[config.mk]
export PLATFORM = sky130hd
export DESIGN_NAME = if_fetch_queue
export DESIGN_NICKNAME = d
export VERILOG_FILES = /design/src/rtl/if_fetch_queue.sv
export SDC_FILE = /design/constraint.sdc
export NUM_CORES = 1
export LEC_CHECK = 0
export BUFFER_PORTS_ARGS = -buffer_cell sky130_fd_sc_hd__buf_2
export CORE_MARGIN = 4
export CORE_UTILIZATION = 30
export DETAILED_ROUTE_END_ITERATION = 16
export REMOVE_ABC_BUFFERS = 1
export SYNTH_ARGS = -nofsm -noshare
export SYNTH_HDL_FRONTEND = slang
export SYNTH_SLANG_ARGS = --single-unit
[constraint.sdc]
create_clock -name clk -period 3.5 [get_ports clk]
set_clock_uncertainty 0.1 [all_clocks]
set_input_delay 0.35 -clock clk [delete_from_list [all_inputs] [get_ports clk]]
set_output_delay 0.35 -clock clk [all_outputs]
set_load 0.02 [all_outputs]
[src/rtl/if_fetch_queue.sv]
// ============================================================================
// if_fetch_queue
// Instruction-fetch stage: generates sequential PCs, issues requests to
// instruction memory (valid/ready, variable latency, in-order responses) and
// buffers returned instructions in a QDEPTH-entry in-order queue that feeds
// decode over a valid/ready handshake. A redirect flushes the queue and
// discards the responses of requests still in flight.
//
// Ports
//   clk, rst_n                      clock, synchronous active-low reset
//   redirect_valid, redirect_pc     flush and restart fetch at redirect_pc
//   imem_req_valid/ready/addr       fetch request channel
//   imem_rsp_valid/data             fetch response channel (always accepted)
//   id_valid/ready, id_pc/instr     instruction channel to decode
//   rsp_err                         sticky: response with nothing outstanding
// ============================================================================
module if_fetch_queue #(
    parameter int unsigned     XLEN     = 32,
    parameter logic [XLEN-1:0] RESET_PC = '0,
    parameter int unsigned     QDEPTH   = 4
) (
    input  logic            clk,
    input  logic            rst_n,
    input  logic            redirect_valid,
    input  logic [XLEN-1:0] redirect_pc,
    output logic            imem_req_valid,
    input  logic            imem_req_ready,
    output logic [XLEN-1:0] imem_req_addr,
    input  logic            imem_rsp_valid,
    input  logic [31:0]     imem_rsp_data,
    output logic            id_valid,
    input  logic            id_ready,
    output logic [XLEN-1:0] id_pc,
    output logic [31:0]     id_instr,
    output logic            rsp_err
);

    localparam int unsigned PTRW = (QDEPTH > 1) ? $clog2(QDEPTH) : 1;
    localparam int unsigned CNTW = $clog2(QDEPTH) + 1;
    localparam int unsigned SUMW = CNTW + 1;

    logic [XLEN-1:0] pc;
    logic [XLEN-1:0] q_pc    [QDEPTH];
    logic [31:0]     q_instr [QDEPTH];
    logic [PTRW-1:0] head;
    logic [PTRW-1:0] fill;
    logic [PTRW-1:0] tail;
    logic [CNTW-1:0] count;     // allocated entries
    logic [CNTW-1:0] pend;      // allocated entries still waiting for data
    logic [CNTW-1:0] drop_cnt;  // in-flight responses belonging to flushed entries

    logic credit_ok;
    logic head_filled;
    logic req_fire;
    logic id_fire;
    logic rsp_drop;
    logic rsp_fill;
    logic rsp_orphan;
    logic unused_ok;

    assign unused_ok = &{1'b0, redirect_pc[1:0]};

    // Outstanding requests (pending + to-be-dropped) are capped at QDEPTH.
    assign credit_ok = (SUMW'(count) + SUMW'(drop_cnt)) < SUMW'(QDEPTH);

    // Entries fill in order, so the head is filled whenever any entry is.
    assign head_filled = count > pend;

    assign imem_req_valid = rst_n & ~redirect_valid & credit_ok;
    assign imem_req_addr  = pc;

    assign id_valid = rst_n & ~redirect_valid & head_filled;
    assign id_pc    = id_valid ? q_pc[head]    : '0;
    assign id_instr = id_valid ? q_instr[head] : '0;

    assign req_fire = imem_req_valid & imem_req_ready;
    assign id_fire  = id_valid & id_ready;

    // Response classification: flushed first, then pending, otherwise orphan.
    assign rsp_drop   = imem_rsp_valid & (drop_cnt != '0);
    assign rsp_fill   = imem_rsp_valid & (drop_cnt == '0) & (pend != '0);
    assign rsp_orphan = imem_rsp_valid & (drop_cnt == '0) & (pend == '0);

    // Queue storage (no reset needed; validity is tracked by the counters).
    always_ff @(posedge clk) begin
        if (req_fire) begin
            q_pc[tail] <= pc;
        end
        if (rsp_fill && rst_n && !redirect_valid) begin
            q_instr[fill] <= imem_rsp_data;
        end
    end

    // Control state: pointers, counters, PC and sticky error.
    always_ff @(posedge clk) begin
        if (!rst_n) begin
            pc       <= RESET_PC;
            head     <= '0;
            fill     <= '0;
            tail     <= '0;
            count    <= '0;
            pend     <= '0;
            drop_cnt <= '0;
            rsp_err  <= 1'b0;
        end else if (redirect_valid) begin
            pc    <= {redirect_pc[XLEN-1:2], 2'b00};
            head  <= '0;
            fill  <= '0;
            tail  <= '0;
            count <= '0;
            pend  <= '0;
            // Every pending request becomes a response to throw away.
            if (imem_rsp_valid && drop_cnt == '0 && pend == '0) begin
                rsp_err  <= 1'b1;
                drop_cnt <= '0;
            end else begin
                drop_cnt <= drop_cnt + pend - CNTW'(imem_rsp_valid);
            end
        end else begin
            if (req_fire) begin
                tail <= tail + PTRW'(1);
                pc   <= pc + XLEN'(4);
            end
            if (rsp_fill) begin
                fill <= fill + PTRW'(1);
            end
            if (id_fire) begin
                head <= head + PTRW'(1);
            end
            count <= count + CNTW'(req_fire) - CNTW'(id_fire);
            pend  <= pend + CNTW'(req_fire) - CNTW'(rsp_fill);
            if (rsp_drop) begin
                drop_cnt <= drop_cnt - CNTW'(1);
            end
            if (rsp_orphan) begin
                rsp_err <= 1'b1;
            end
        end
    end

endmodule

==> results_dict.tcl, run 1 <==
set metrics [dict create \
    outcome "finished clean" \
    grt_remaining_overflow 0 \
    max_slew_margin_pct 23.2 \
    power_leakage_nw 5.61 \
    p_total_mw 7.49 \
    antenna_found_initial 3 \
    timing.fmax_ghz 0.313 \
    utilization_pct 37.9 \
    worstPathRequired_ps 3050 \
    rsz0062_at_grt "no" \
    whs_path_depth 4 \
    netlist-cell-type-count 55 \
    first_iter_violations 505 \
    area_growth_pct 24.9 \
    critPathMaxStageDelay_ps 410 \
    path_max_fanout 63 \
    setup-tns-final_ps 0 \
    drive_above_1_share_pct 30.1 \
    clk_path_buf_depth 3 \
    finalCriticalPeriod_ps 3200 \
    dr.pass1.iters 5 \
    reg2reg_depth 13 \
    hold_class "in -> reg" \
    rows 74 \
    crit_chain "inv_1 -> ha_1 -> nor2b_1 -> o21ai_0 -> a21oi_4 -> buf_6 -> and2_1 -> buf_2" \
    avgViaCountPerCell 4.80 \
    ant_nets 0 \
    die_w_um 211 \
    seq_area_sq_um 8420 \
    finalCritPeriodShare_pct 91.3 \
    hold_start "redirect_pc[20]" \
    root_buffer "clkbuf_16" \
    power.density_nw_per_um2 486 \
    synthTopCellsByCount "248 x edfxtp_1, 77 x and2_1, 62 x mux4_2" \
    slowest_stage "buf_6" \
    yosysSeqAreaShare_pct 68.0 \
    synth-edff-count 248 \
    numClockSinks 296 \
    whs_ps 26.4 \
    ys_ff_latch 296 \
    avgRoutedWirePerCell_um 19.3 \
    core_area_sq_um 40700 \
    path_buf_inv 3 \
    routabilityCongestion 0.759 \
    grtUsageTotal_pct 13.3 \
    grt_pass1_vias 7704 \
    synthFlopType "edfxtp_1" \
    path_clk_slew_ps 70 \
    drc_errors 0 \
    io_pins 169 \
    numPortBuffers 162 \
    postCtsSetupRepairBufs 0 \
    synth_area_leaders "edfxtp_1 60%, mux4_2 11%, dfxtp_1 7.8%" \
    yosys_warnings 0 \
    die_area_sq_um 44500 \
    wl_um 30000 \
    setup_violations 0 \
    dpl.hpwl_um 19200 \
    hold_violations 0 \
    cp-start-kind "register" \
    slew_violations 0 \
    ys_async_sr_fraction_pct 0 \
    netlist.area_leader.share_pct 60.3 \
    crit_arrival_ps 2750 \
    critPathTopFamily "buffers and inverters" \
    yosys.area.top_type "edfxtp_1" \
    synthCells 764 \
    numCtsBuffers 31 \
    clk_latency_ps 570 \
    r2r_slack_ps 410 \
    fp.dieH_um 211 \
    multi_input_area_sq_um 3690 \
    post-synth-top-count-cell "edfxtp_1" \
    cts_tree "done" \
    end_kind "output port" \
    whs_endpoint "imem_req_addr[20]$_SDFFE_PN0P_" \
    fillers 3823 \
    syn_area_sq_um 12400 \
    timing_worst_setup_path_type "reg -> out" \
    regToRegStartpoint "pend[1]$_SDFF_PP0_" \
    worst_pin_slew_ps 1150 \
    nets 1096 \
    r2r_end "count[2]$_SDFF_PP0_" \
    dr_total_vias 7456 \
    ctsHtreeMaxLevel 1 \
    grt_first_pass_wirelength_um 46400 \
    maxCapViolations 0 \
    syn_area_per_cell_sq_um 16.2 \
    initial_core_util_pct 30.3 \
    ir_drop_v 0.000328 \
    grt_max_degree 64 \
]
metal layers:
| layer | GRT usage [%] | routed length [um] |
|---|---|---|
| met5 | 0 | 0 |
| met3 | 2.60 | 1960 |
| met4 | 2.77 | 550 |
| met1 | 18.7 | 13300 |
| met2 | 21.8 | 14200 |
cell families (layout without fill, tap and decap cells):
| kind of cell | count (synthesis) | count (layout) | share of synthesized area (%) |
|---|---|---|---|
| fa+ha+maj | 26 | 26 | 2.81 |
| flops | 296 | 296 | 68.0 |
| other cells | 1 | 5 | 0.0303 |
| mux | 69 | 69 | 11.9 |
| xor+xnor | 12 | 12 | 0.850 |
| simple gates | 210 | 210 | 9.67 |
| compound gates | 80 | 80 | 4.37 |
| buf+inv | 70 | 324 | 2.36 |
cell type report:
class                   instances  share of cell area (%)
flip-flops and latches        296                    54.5
repair buffers                242                    10.4
diodes                          1                  0.0162
clock inverters                20                   0.997
inverters                      28                   0.681
multi-input cells             401                    23.9
clock buffers                  34                    5.16
well taps                     532                    4.31
per-stage QoR:
step / setup slack (ps) / std cells / cell area (sq um)
floorplan: -785 / 725 / 12200
global placement: 416 / 1441 / 13900
detailed placement: 430 / 1441 / 13900
CTS: 52.7 / 1553 / 15400
global route: 32.9 / 1553 / 15400
finish: 305 / 1554 / 15400
cell usage in the layout, fill, tap and decap left out, types with 6 or more instances in the layout:
cell type,synthesis,layout
dfxtp_1,48,46
nand3_1,29,29
and2_1,77,77
nand4_1,11,11
edfxtp_1,248,248
a21oi_1,22,21
mux4_2,62,62
buf_2,7,162
xnor2_1,10,10
inv_1,28,28
nor2_1,33,33
o21a_1,6,6
buf_4,5,17
nand2_1,26,26
clkbuf_16,0,31
mux2i_1,7,7
ha_1,23,23
dlygate4sd3_1,0,58
nor3_1,6,6
o21ai_0,12,12
a31oi_1,6,6
state kept, by name (all words and copies together) (netlist names), named ones only:
register and count:
count 3, drop_cnt 3, fill 2, head 2
imem_req_addr 30, pend 3, q_instr 128, q_pc 120
rsp_err 1, tail 2
what timing repair did:
| action | CTS | global route |
|---|---|---|
| hold buffers | 58 | 0 |
| setup endpoints to repair | 0 | 62 |
| resized for setup | 0 | 1 |
| hold endpoints to repair | 154 | 0 |
worst max-delay path by stage:
stage,from,end,depth (start not counted)
after detailed placement,pend[1]$_SDFF_PP0_,count[2]$_SDFF_PP0_,13
after global routing,pend[1]$_SDFF_PP0_,id_pc[3],8
after floorplan,pend[1]$_SDFF_PP0_,count[2]$_SDFF_PP0_,13
final,pend[1]$_SDFF_PP0_,id_instr[12],8
after global placement,pend[1]$_SDFF_PP0_,count[2]$_SDFF_PP0_,13
after CTS,pend[1]$_SDFF_PP0_,id_pc[14],8
report_power, final:
group	switching [mW]	internal, mW
logic	0.265	0.215
clock network	1.35	1.72
registers	0.0789	3.87
total	1.69	5.80
tightest hold or removal path, cell delays in order:
cell and delay [ps]:
buf_2 100, nand2_1 50, o31ai_1 50, o21a_1 110
Note: power is estimated with default switching activity, not from simulation.
==> run 2, diff against run 1 <==
--- a/config.mk
+++ b/config.mk
@@ -5,6 +5,7 @@
 export SDC_FILE = /design/constraint.sdc
 export NUM_CORES = 1
 export LEC_CHECK = 0
+export ABC_AREA = 1
 export BUFFER_PORTS_ARGS = -buffer_cell sky130_fd_sc_hd__buf_2
 export CORE_MARGIN = 4
 export CORE_UTILIZATION = 30
==> run 2 against run 1 <==
Critical path depth is the same. Cell area grew 5.7%. Setup slack gained 260 ps. Die area grew 7.4%. Register-to-register slack gained 350 ps. Sequential share of layout area shrank 3.0 points.
==> results_dict.tcl, run 2 <==
set metrics [dict create \
    outcome "finished clean" \
    power.density_nw_per_um2 501 \
    ant_nets 0 \
    netlist-cell-type-count 36 \
    root_buffer "clkbuf_16" \
    yosysSeqAreaShare_pct 63.2 \
    synthFlopType "edfxtp_1" \
    top_register "q_instr" \
    grt_first_pass_wirelength_um 54800 \
    avgViaCountPerCell 4.59 \
    initial_core_util_pct 30.6 \
    maxCapViolations 0 \
    max_slew_margin_pct 38.4 \
    netlist.area_leader.share_pct 56.0 \
    setup-tns-final_ps 0 \
    finalCritPeriodShare_pct 83.8 \
    dpl.hpwl_um 22300 \
    post-synth-top-count-cell "nor2_1" \
    syn_area_per_cell_sq_um 10.3 \
    grt_pass1_vias 9301 \
    timing.fmax_ghz 0.341 \
    rsz0062_at_grt "no" \
    setup_violations 0 \
    worst_pin_slew_ps 924 \
    nets 1582 \
    antenna_found_initial 0 \
    dp.cells 2001 \
    path_buf_inv 3 \
    path_max_fanout 64 \
    grt_max_degree 125 \
    dr_total_vias 9637 \
    io_pins 169 \
    yosys.area.top_type "edfxtp_1" \
    power_leakage_nw 6.15 \
    postCtsSetupRepairBufs 0 \
    critPathMaxStageDelay_ps 400 \
    die_w_um 219 \
    grtUsageTotal_pct 14.6 \
    numClockSinks 296 \
    yosys_warnings 0 \
    hold_class "in -> reg" \
    numPortBuffers 162 \
    ys_async_sr_fraction_pct 0 \
    slowest_stage "dfxtp_1" \
    synthCells 1293 \
    crit_arrival_ps 2480 \
    dr.pass1.iters 5 \
    drive_above_1_share_pct 21.9 \
    n_antenna_cell 0 \
    routabilityCongestion 0.825 \
    clk_path_buf_depth 3 \
    cp-start-kind "register" \
    rows 76 \
    largest_register_ffs 128 \
    syn_area_sq_um 13300 \
    synthTopCellsByCount "317 x nor2_1, 248 x edfxtp_1, 152 x nand2_1" \
    grt_remaining_overflow 0 \
    ctsHtreeMaxLevel 2 \
    path_clk_slew_ps 60 \
    crit_chain "inv_1 -> ha_1 -> nand2_1 -> o21ai_0 -> nand2_4 -> buf_12 -> a21oi_2 -> buf_2" \
    core_area_sq_um 43500 \
    fp.dieH_um 219 \
    final_cell_mix "309 x nor2_1, 248 x edfxtp_1, 162 x buf_2" \
    critPathTopFamily "buffers and inverters" \
    synth_area_leaders "edfxtp_1 56%, nor2_1 8.9%, dfxtp_1 7.2%" \
    utilization_pct 37.6 \
    die_area_sq_um 47800 \
    synth-edff-count 248 \
    ys_ff_latch 296 \
    area_growth_pct 22.7 \
    final_cells 2099 \
    clk_latency_ps 530 \
    numCtsBuffers 36 \
    ir_drop_v 0.000256 \
    first_iter_violations 651 \
    wl_um 35800 \
    avgRoutedWirePerCell_um 17.1 \
    drc_errors 0 \
    worstPathRequired_ps 3050 \
    slew_violations 0 \
    cts_tree "done" \
    end_kind "output port" \
    hold_violations 0 \
    timing_worst_setup_path_type "reg -> out" \
    final_common_cell "nor2_1" \
    finalCriticalPeriod_ps 2930 \
]
==> run 2: kinds of logic (layout without fill, tap and decap cells) <==
group / after synthesis / count (layout) / share of synthesized area [%]
adder cells (fa/ha/maj): 26 / 26 / 2.61
buffers and inverters: 159 / 377 / 5.38
XOR/XNOR: 13 / 13 / 0.856
AND/OR/NAND/NOR: 552 / 552 / 16.9
flip-flops: 296 / 296 / 63.2
other: 1 / 4 / 0.0282
AO/OA/AOI/OAI: 246 / 246 / 11.1
==> run 2: worst paths after layout <==
path / start / end / slack (ps) / cells after the start
min: redirect_pc[4] / imem_req_addr[4]$_SDFFE_PN0P_ / 40 / 3
min reg2reg: head[1]$_SDFFE_PP0P_ / register / 400 / 2
max reg2reg: pend[2]$_SDFF_PP0_ / count[2]$_SDFF_PP0_ / 760 / 13
max: pend[2]$_SDFF_PP0_ / id_pc[13] / 570 / 8
==> run 2: what timing repair did <==
action                    in CTS  in global routing
hold buffers                  32                  0
gates resized for setup        0                  0
hold endpoints to repair     128                  0
==> run 2: layout make-up <==
class,instances,area [sq um]
Clock buffer,49,1010
Clock inverter,17,200
Fill cell,4333,27100
Inverter,93,350
Multi-Input combinational cell,841,4240
Sequential cell,296,8410
Tap cell,585,732
Timing Repair Buffer,218,1370
==> run 2: report_power, final <==
part	internal (mW)	switching, mW	total [mW]
clock network	2.33	1.43	3.77
registers	3.87	0.0766	3.94
logic	0.172	0.290	0.462
==> run 2: worst reg2reg max path, cell delays in order (launching register included) <==
cell	delay, ps
dfxtp_1	400
inv_1	90
ha_1	310
nand2_1	50
o21ai_0	270
nand2_4	100
nor2_2	170
ha_1	150
inv_1	40
ha_1	180
fa_1	380
xor2_1	160
o21ai_0	160
a21oi_1	60
==> run 2: routing by layer <==
metal,part of all wire [%],up-vias,track usage (%)
met5,0,-,0
met4,1.4,0,3.27
met3,5.0,42,2.47
met2,48,230,24.8
met1,46,4617,19.8
li1,-,4748,-
==> run 2: through the flow <==
| step | worst slack (ps) | power [mW] | area, sq um | hold WS, ps |
|---|---|---|---|---|
| after floorplan | -1100 | 4.24 | 12900 | 348 |
| after global placement | 799 | 4.44 | 14800 | 373 |
| after detailed placement | 813 | 4.45 | 14800 | 386 |
| after CTS | 524 | 8.27 | 16300 | 15.9 |
| after global routing | 419 | 8.48 | 16300 | 36.8 |
| final | 566 | 8.17 | 16300 | 40.5 |
==> run 3, diff against run 2 <==
--- a/config.mk
+++ b/config.mk
@@ -5,7 +5,7 @@
 export SDC_FILE = /design/constraint.sdc
 export NUM_CORES = 1
 export LEC_CHECK = 0
-export ABC_AREA = 1
+export ABC_AREA = 0
 export BUFFER_PORTS_ARGS = -buffer_cell sky130_fd_sc_hd__buf_2
 export CORE_MARGIN = 4
 export CORE_UTILIZATION = 30
==> constraint.sdc (replaced) <==
create_clock -name clk -period 2.4 [get_ports clk]
set_clock_uncertainty 0.1 [all_clocks]
set_input_delay 0.24 -clock clk [delete_from_list [all_inputs] [get_ports clk]]
set_output_delay 0.24 -clock clk [all_outputs]
set_load 0.02 [all_outputs]
==> run 3 against run 2 <==
The run now ends with negative setup slack left. Sequential power up 45%. Clock power up 26%. Global-route usage down 0.23 points. Routed wire length down 7.2%. Register-to-register slack worse by 1000 ps. Combinational power up 100%. Worst hold slack better by 12 ps. Final cell count down 23%. Non-clock buffer count up 89. Setup slack worse by 850 ps. Critical path depth up 6. Largest cell class unchanged.
==> results_dict.tcl, run 3 (synthesis results as in run 1) <==
set metrics [dict create \
    worst_slack_ps -283 \
    drive_above_1_share_pct 42.1 \
    ant_nets 0 \
    finalCriticalPeriod_ps 2680 \
    power_leakage_nw 6.25 \
    initial_core_util_pct 30.3 \
    setup-tns-final_ps -13340 \
    avgRoutedWirePerCell_um 20.5 \
    grt_pass1_vias 7992 \
    outcome "finished with violations" \
    grtUsageTotal_pct 14.4 \
    antenna_found_initial 1 \
    die_area_sq_um 44500 \
    worstPathRequired_ps 2760 \
    numClockSinks 296 \
    top_register "q_instr" \
    io_pins 169 \
    drc_errors 0 \
    largest_register_ffs 128 \
    dr_total_vias 7839 \
    fp.dieH_um 211 \
    intPower_mw 8.86 \
    final_common_cell "edfxtp_1" \
    cpMostUsedCell "ha_4" \
    area_growth_pct 37.8 \
    cts_tree "done" \
    placed_area_sq_um 14300 \
    end_kind "register" \
    cp-start-kind "register" \
    avgViaCountPerCell 4.84 \
    p_switching_mw 2.55 \
    dpl.hpwl_um 20100 \
    path_clk_slew_ps 60 \
    core_area_sq_um 40700 \
    wl_um 33300 \
    fin_area_sq_um 17000 \
    critPathMaxStageDelay_ps 380 \
    finalCritPeriodShare_pct 112 \
    grtUsageMet1_pct 20.2 \
    power.density_nw_per_um2 670 \
    numPortBuffers 162 \
    r2r_slack_ps -280 \
    first_iter_violations 489 \
    use_met2_pct 23.4 \
    clk_latency_ps 560 \
    pwr-share-clk_pct 41.7 \
    dr.pass1.iters 5 \
    pwr-share-seq_pct 50.1 \
    grt_remaining_overflow 0 \
    crit_arrival_ps 3040 \
    grt_first_pass_wirelength_um 49500 \
    nets 1161 \
    rsz0062_at_grt "yes" \
    ir_drop_v 0.000571 \
    root_buffer "clkbuf_16" \
    busiest_layer "met2" \
    path_buf_inv 3 \
    hold_violations 0 \
    hold_class "in -> reg" \
    die_w_um 211 \
    p_total_mw 11.4 \
    path_max_fanout 5 \
    p_comb_share_pct 8.2 \
    clk_path_buf_depth 3 \
    grt_max_degree 33 \
    setup_violations 67 \
    violations "negative setup slack" \
    slew_violations 0 \
    switching_share_pct 22.3 \
    use_met3_pct 2.99 \
    n_antenna_cell 0 \
    timing.fmax_ghz 0.373 \
    critPathTopFamily "adder cells" \
    slowest_stage "fa_2" \
    worst_pin_slew_ps 648 \
    max_slew_margin_pct 56.8 \
    timing_worst_setup_path_type "reg -> reg" \
    ctsHtreeMaxLevel 1 \
    routabilityCongestion 0.765 \
    rows 74 \
    numCtsBuffers 31 \
    crit_chain "buf_4 -> ha_4 -> nand3_2 -> nand2_2 -> a21oi_4 -> buf_12 -> and2_4 -> ha_4 -> inv_2 -> ha_4 -> fa_2 -> xnor2_2 -> xnor2_1 -> nor2_1" \
    maxCapViolations 0 \
    whs_ps 52.0 \
    final_cell_mix "248 x edfxtp_1, 99 x buf_2, 64 x dlygate4sd3_1" \
]
## run 3: cell count changes in the layout (fill, tap and decap cells not counted), sizes merged, moves of 11 or more
cell,previous run,this run
and2,0,77
nand3,61,30
mux4,0,62
dlygate4sd3,32,64
nor2,327,33
inv,91,29
clkbuf,49,38
a21oi,92,22
nand2,157,26
buf,186,241
nand4,1,12
o21ai,145,12
## run 3: area by class of cell
| cell class | count | area, sq um |
|---|---|---|
| clock buffer | 36 | 825 |
| clock inverter | 21 | 189 |
| fill | 3662 | 23700 |
| inverter | 28 | 105 |
| multi-input combinational | 401 | 4020 |
| sequential | 296 | 8430 |
| tap | 532 | 666 |
| timing repair buffer | 307 | 2800 |
## run 3: timing repair
item | CTS | global route
gates cloned | 5 | 2
hold buffers | 64 | 0
gates resized for setup | 144 | 102
endpoints found under the setup margin | 195 | 206
buffers inserted | 10 | 3
pin swaps | 11 | 8
hold endpoints to repair | 162 | 0
## run 3: worst register-to-register path: cells and delay by family (launching register included)
kind                     cells  cell delay [ps]
AND/OR/NAND/NOR              4              390
XOR/XNOR                     2              300
AO/OA/AOI/OAI                1               40
adder cells (fa/ha/maj)      4             1080
buffers and inverters        3              330
flip-flops                   1              350
## run 3: power by group through the flow
stage,registers (mW),logic (mW),clock network (mW)
floorplan,5.88,0.316,0
global placement,5.82,0.731,0
detailed placement,5.82,0.743,0
CTS,5.72,0.908,4.90
global route,5.72,1.03,5.12
finish,5.72,0.941,4.76
## run 3: path summary, 6_finish.rpt
path                   startpoint                              to  cells past startpoint
min                         rst_n  imem_req_addr[16]$_SDFFE_PN0P_                      3
min reg2reg  rsp_err$_SDFFE_PN0P_            rsp_err$_SDFFE_PN0P_                      1
max reg2reg   count[2]$_SDFF_PP0_             count[2]$_SDFF_PP0_                     14
max           count[2]$_SDFF_PP0_             count[2]$_SDFF_PP0_                     14
## run 3: routing by layer
metal | vias to the layer above | share of wire [%]
li1 | 3562 | -
met1 | 3974 | 45
met2 | 256 | 47
met3 | 47 | 5.9
met4 | 0 | 1.9
met5 | - | 0
## run 3: metrics by stage
| stage | setup slack [ps] | util (%) | instances |
|---|---|---|---|
| 2_1_floorplan | -1890 | - | 725 |
| 3_3_place_gp | -346 | 35.2 | 1485 |
| 3_5_place_dp | -377 | 35.2 | 1485 |
| 4_1_cts | -307 | 41.0 | 1619 |
| 5_1_grt | -377 | 41.8 | 1621 |
| 6_report | -283 | 41.8 | 1621 |
